<file path="config.mk">
export PLATFORM = sky130hd
export DESIGN_NAME = sipo_shift_receiver
export DESIGN_NICKNAME = d
export VERILOG_FILES = /design/src/rtl/sipo_shift_receiver_pkg.sv /design/src/rtl/sipo_shift_receiver.sv
export SDC_FILE = /design/constraint.sdc
export NUM_CORES = 1
export LEC_CHECK = 0
export ABC_AREA = 1
export CAP_MARGIN = 15
export CORE_AREA = 2 2 39 41
export CTS_BUF_LIST = sky130_fd_sc_hd__clkbuf_4 sky130_fd_sc_hd__clkbuf_8
export DETAILED_ROUTE_END_ITERATION = 12
export DIE_AREA = 0 0 41 43
export PLACE_DENSITY = 0.67
export SLEW_MARGIN = 20
export SYNTH_ARGS = -nofsm -noshare
export SYNTH_HDL_FRONTEND = slang
export SYNTH_SLANG_ARGS = --single-unit
</file>
<file path="constraint.sdc">
create_clock -name clk -period 1.5 [get_ports clk]
set_clock_uncertainty 0.15 [all_clocks]
set_input_delay 0.3 -clock clk [delete_from_list [all_inputs] [get_ports clk]]
set_output_delay 0.3 -clock clk [all_outputs]
set_load 0.03 [all_outputs]
</file>
<file path="src/rtl/sipo_shift_receiver_pkg.sv">
// Shared definitions for the serial-in, parallel-out receiver and its
// parallel-load shift-right transmitter counterpart.
//   - state_t       : receiver FSM states (RECV, PARITY)
//   - DEFAULT_WIDTH : word width shared by transmitter and receiver
//   - PARITY_POL    : parity polarity, 0 = even parity over data + parity bit
package sipo_shift_receiver_pkg;

    localparam logic [0:0] ST_RECV   = 1'b0;
    localparam logic [0:0] ST_PARITY = 1'b1;

    typedef enum logic [0:0] {
        RECV   = ST_RECV,
        PARITY = ST_PARITY
    } state_t;

    localparam int unsigned DEFAULT_WIDTH = 4;

    localparam logic PARITY_POL = 1'b0;

endpackage

</file>
<file path="src/rtl/sipo_shift_receiver.sv">
// Serial-in, parallel-out receiver. Collects WIDTH qualified serial bits
// (LSB first) and presents the reassembled word on q with a one-cycle
// q_valid strobe. Optional trailing even-parity bit when the macro
// SIPO_PARITY_EN is defined; otherwise parity_err is tied 0.
// Ports:
//   clk        : system clock, rising edge
//   reset      : asynchronous active-high reset
//   shift_en   : serial_in qualifier
//   serial_in  : serial data, LSB first
//   clear      : synchronous abort of a partial word (beats shift_en)
//   q          : last completed word, held until the next completion
//   q_valid    : one-cycle pulse when q updates
//   busy       : partial word in progress
//   bit_cnt    : data bits received in the current word
//   parity_err : parity mismatch, valid with q_valid
module sipo_shift_receiver
    import sipo_shift_receiver_pkg::*;
#(
    parameter int WIDTH = DEFAULT_WIDTH,
    parameter int CNT_W = $clog2(WIDTH + 1)
) (
    input  logic             clk,
    input  logic             reset,
    input  logic             shift_en,
    input  logic             serial_in,
    input  logic             clear,
    output logic [WIDTH-1:0] q,
    output logic             q_valid,
    output logic             busy,
    output logic [CNT_W-1:0] bit_cnt,
    output logic             parity_err
);

    state_t           state;
    logic [WIDTH-1:0] shift_reg;
    logic [WIDTH-1:0] shift_nxt;
    logic             last_bit;

    // New bit enters the MSB so the first-received bit ends at the LSB.
    assign shift_nxt = {serial_in, shift_reg[WIDTH-1:1]};
    assign last_bit  = (bit_cnt == CNT_W'(WIDTH - 1));
    assign busy      = (bit_cnt != '0) || (state == PARITY);

`ifndef SIPO_PARITY_EN
    assign state      = RECV;
    assign parity_err = 1'b0;
`endif

    always_ff @(posedge clk or posedge reset) begin
        if (reset) begin
            shift_reg <= '0;
            q         <= '0;
            q_valid   <= 1'b0;
            bit_cnt   <= '0;
`ifdef SIPO_PARITY_EN
            state      <= RECV;
            parity_err <= 1'b0;
`endif
        end else begin
            q_valid <= 1'b0;
            if (clear) begin
                bit_cnt <= '0;
`ifdef SIPO_PARITY_EN
                state <= RECV;
`endif
            end else if (shift_en) begin
`ifdef SIPO_PARITY_EN
                if (state == PARITY) begin
                    // shift_reg still holds the complete data word here.
                    q          <= shift_reg;
                    q_valid    <= 1'b1;
                    parity_err <= (^shift_reg) ^ serial_in ^ PARITY_POL;
                    state      <= RECV;
                end else begin
                    shift_reg <= shift_nxt;
                    if (last_bit) begin
                        bit_cnt <= '0;
                        state   <= PARITY;
                    end else begin
                        bit_cnt <= bit_cnt + CNT_W'(1);
                    end
                end
`else
                shift_reg <= shift_nxt;
                if (last_bit) begin
                    q       <= shift_nxt;
                    q_valid <= 1'b1;
                    bit_cnt <= '0;
                end else begin
                    bit_cnt <= bit_cnt + CNT_W'(1);
                end
`endif
            end
        end
    end

endmodule
</file>
==> run summary <==
Outcome - finished, violations left
Failing checks - negative setup slack
First-pass GRT wire length - 1.68 mm
Share of the synthesized area in the top cell type - 0.535
Die Y - 43 um
Clock Pin Slew Worst Setup and Hold Paths - 0.07 ns
GR Overflow Total - 0
Power Total - 769 uW
Worst Setup Path Type - register to primary output
DRT iter0 DRCs - 9
WP buf/inv - 2
Hpwl dp - 678 um
Post-synthesis sequential area ratio - 0.535
CP top delay family - flip-flops
Remaining DRCs - 0
IO Port Bufs - 13
Synthesized Nets - 65
Cells after Synth - 58
Largest net degree at the start of global routing - 12
CP Capture Type - primary output
Hold Fails Final Rpt - 0
Final ANT Viol Nets - 0
Setup_tns - -0.00771 ns
Placer Congestion - 0.774
Die W - 41 um
Root buf cell - clkbuf_4
Crit path launch type - register
Setup violations, final - 1
Min Clock Period, post-route - 1.51 ns
Die ar. - 1760 um2
Dominant cells by area after synthesis - dfrtp_1 (54%), nand2_1 (16%), inv_1 (5.8%)
Pins over their slew limit - 0
Avg Synthesized Cell Area - 8.87 um2
Most frequent cells in the layout - nand2_1 (21), dfrtp_1 (11), buf_4 (10)
Crit path max fanout - 2
Final nets - 90
Design area - 763 um2
Mean number of vias per cell - 4.45
Core area - 1380 um2
Initial antenna violation count - 0
Delay of the slowest critical-path stage - 0.40 ns
Switching share of power - 0.304
Max reg flops - 4
Cell Pwr Density - 1010 nW/um2
Post-DR wirelength/cell - 11.3 um
Register bit total from synthesis - 11
Worst hold-check path type - primary input to asynchronous set/reset pin
Maxcap violations - 0
Overall Global Routing Usage - 0.154
Combinational power share - 0.265
Clock Sinks - 11
Crit-path slowest cell - dfrtp_1
CTS tree - yes
Post-Synthesis Cell Area - 514 um2
Max VDD drop - 0.490 mV
Share of layout cells above drive strength 1 - 0.305
Num ports - 15
Synth cell types - 15
CTS Hold Bufs - 0
Placed Area - 654 um2
Commonest non-fill, non-tap cell in the layout - nand2_1
RSZ-0062 raised after global routing - true
Via count - 436
Post-route worst setup slack - -0.00771 ns
Clock Tree Buf Depth - 2
Crit path DAT - 1.06 ns
Yosys warnings - 0
Cell accounting for the most synthesized area - dfrtp_1
Cell Int Power - 536 uW
Clock Power Share - 0.282
Vias in the first global route - 393
Sequential share of power - 0.453
Htree depth - 1
Clock Latency Late Sink - 0.26 ns
Clock buffer count from CTS - 3
Area added between synthesis and finish - 48.4%
Row count - 14
Critical Path RT - 1.05 ns
Period utilisation layout - 1.01
Detailed Routing Iterations Pass 1 - 4
Psw - 234 uW
Starting Density - 0.372
Routed WL - 1.11 mm
Antenna cells - 0
Max frequency - 0.663 GHz
Lkg Pwr - 0.430 nW
Crit-path cells - inv_2, ha_4, nand2_2, buf_6
[final cells by class]
| cell class | instances | area (um2) |
|---|---|---|
| timing repair buffer | 21 | 186 |
| clock buffer | 4 | 30.0 |
| multi-input combinational | 37 | 218 |
| tap | 16 | 20.0 |
| sequential | 11 | 275 |
| fill | 132 | 621 |
| inverter | 9 | 33.8 |
[synthesized netlist by cell type]
cell,count
a21oi_1,1
buf_4,1
conb_1,1
dfrtp_1,11
ha_1,2
inv_1,8
inv_2,1
nand2_1,22
nand2_4,1
nand3_1,5
nor2_1,1
nor2_4,1
nor2_8,1
o21ai_0,1
o21ai_1,1
[power by group through the flow]
stage	logic, mW	clock network, mW	registers, mW
global placement	0.168	0	0.354
finish	0.204	0.217	0.349
detailed placement	0.170	0	0.355
CTS	0.198	0.223	0.347
global route	0.222	0.247	0.350
floorplan	0.0634	0	0.390
[worst register-to-register path, delay by kind of cell (launching register included)]
family / cells / cell delay, ns
simple gates: 2 / 0.12
flops: 1 / 0.38
buf+inv: 6 / 0.67
[metal layers]
metal / wire length (um) / track usage
met5: 0 / 0
met4: 29 / 0.153
met3: 46 / 0.0733
met2: 501 / 0.172
met1: 530 / 0.199
[per-stage QoR]
| stage | utilization | std cells | hold WS [ns] | worst slack [ns] |
|---|---|---|---|---|
| 2_1_floorplan | - | 58 | 0.00244 | 0.0127 |
| 5_1_grt | 0.552 | 98 | 0.216 | -0.0391 |
| 6_report | 0.552 | 98 | 0.174 | -0.00771 |
| 4_1_cts | 0.547 | 99 | 0.184 | 0.00330 |
| 3_5_place_dp | 0.473 | 87 | 0.312 | -0.0105 |
| 3_3_place_gp | 0.473 | 87 | 0.317 | 0.00536 |
[final timing paths]
path	from	to	slack, ns	cells past startpoint
max	bit_cnt[0]$_DFFE_PP0P_	busy	-0.008	4
min	reset	bit_cnt[1]$_DFFE_PP0P_	0.17	2
max reg2reg	bit_cnt[0]$_DFFE_PP0P_	bit_cnt[0]$_DFFE_PP0P_	0.07	8
min reg2reg	q[3]$_DFFE_PP0P_	q[3]$_DFFE_PP0P_	0.32	2
max in group asynchronous	reset	shift_reg[2]$_DFFE_PP0P_	0.74	2
min in group clk	q[3]$_DFFE_PP0P_	q[3]$_DFFE_PP0P_	0.32	2
[logic make-up after synthesis]
kind of cell / Yosys count / synth area share
AO/OA/AOI/OAI: 3 / 0.0292
adder cells (fa/ha/maj): 2 / 0.0487
AND/OR/NAND/NOR: 31 / 0.299
other: 1 / 0.00729
flip-flops: 11 / 0.535
buffers and inverters: 10 / 0.0803
[what timing repair did]
action	CTS	global route
cloned	0	0
pin swaps	1	2
setup endpoints to repair	6	6
gates resized for setup	10	7
hold endpoints to repair	0	0
setup buffers	8	0
(Power assumes the default switching activity.)
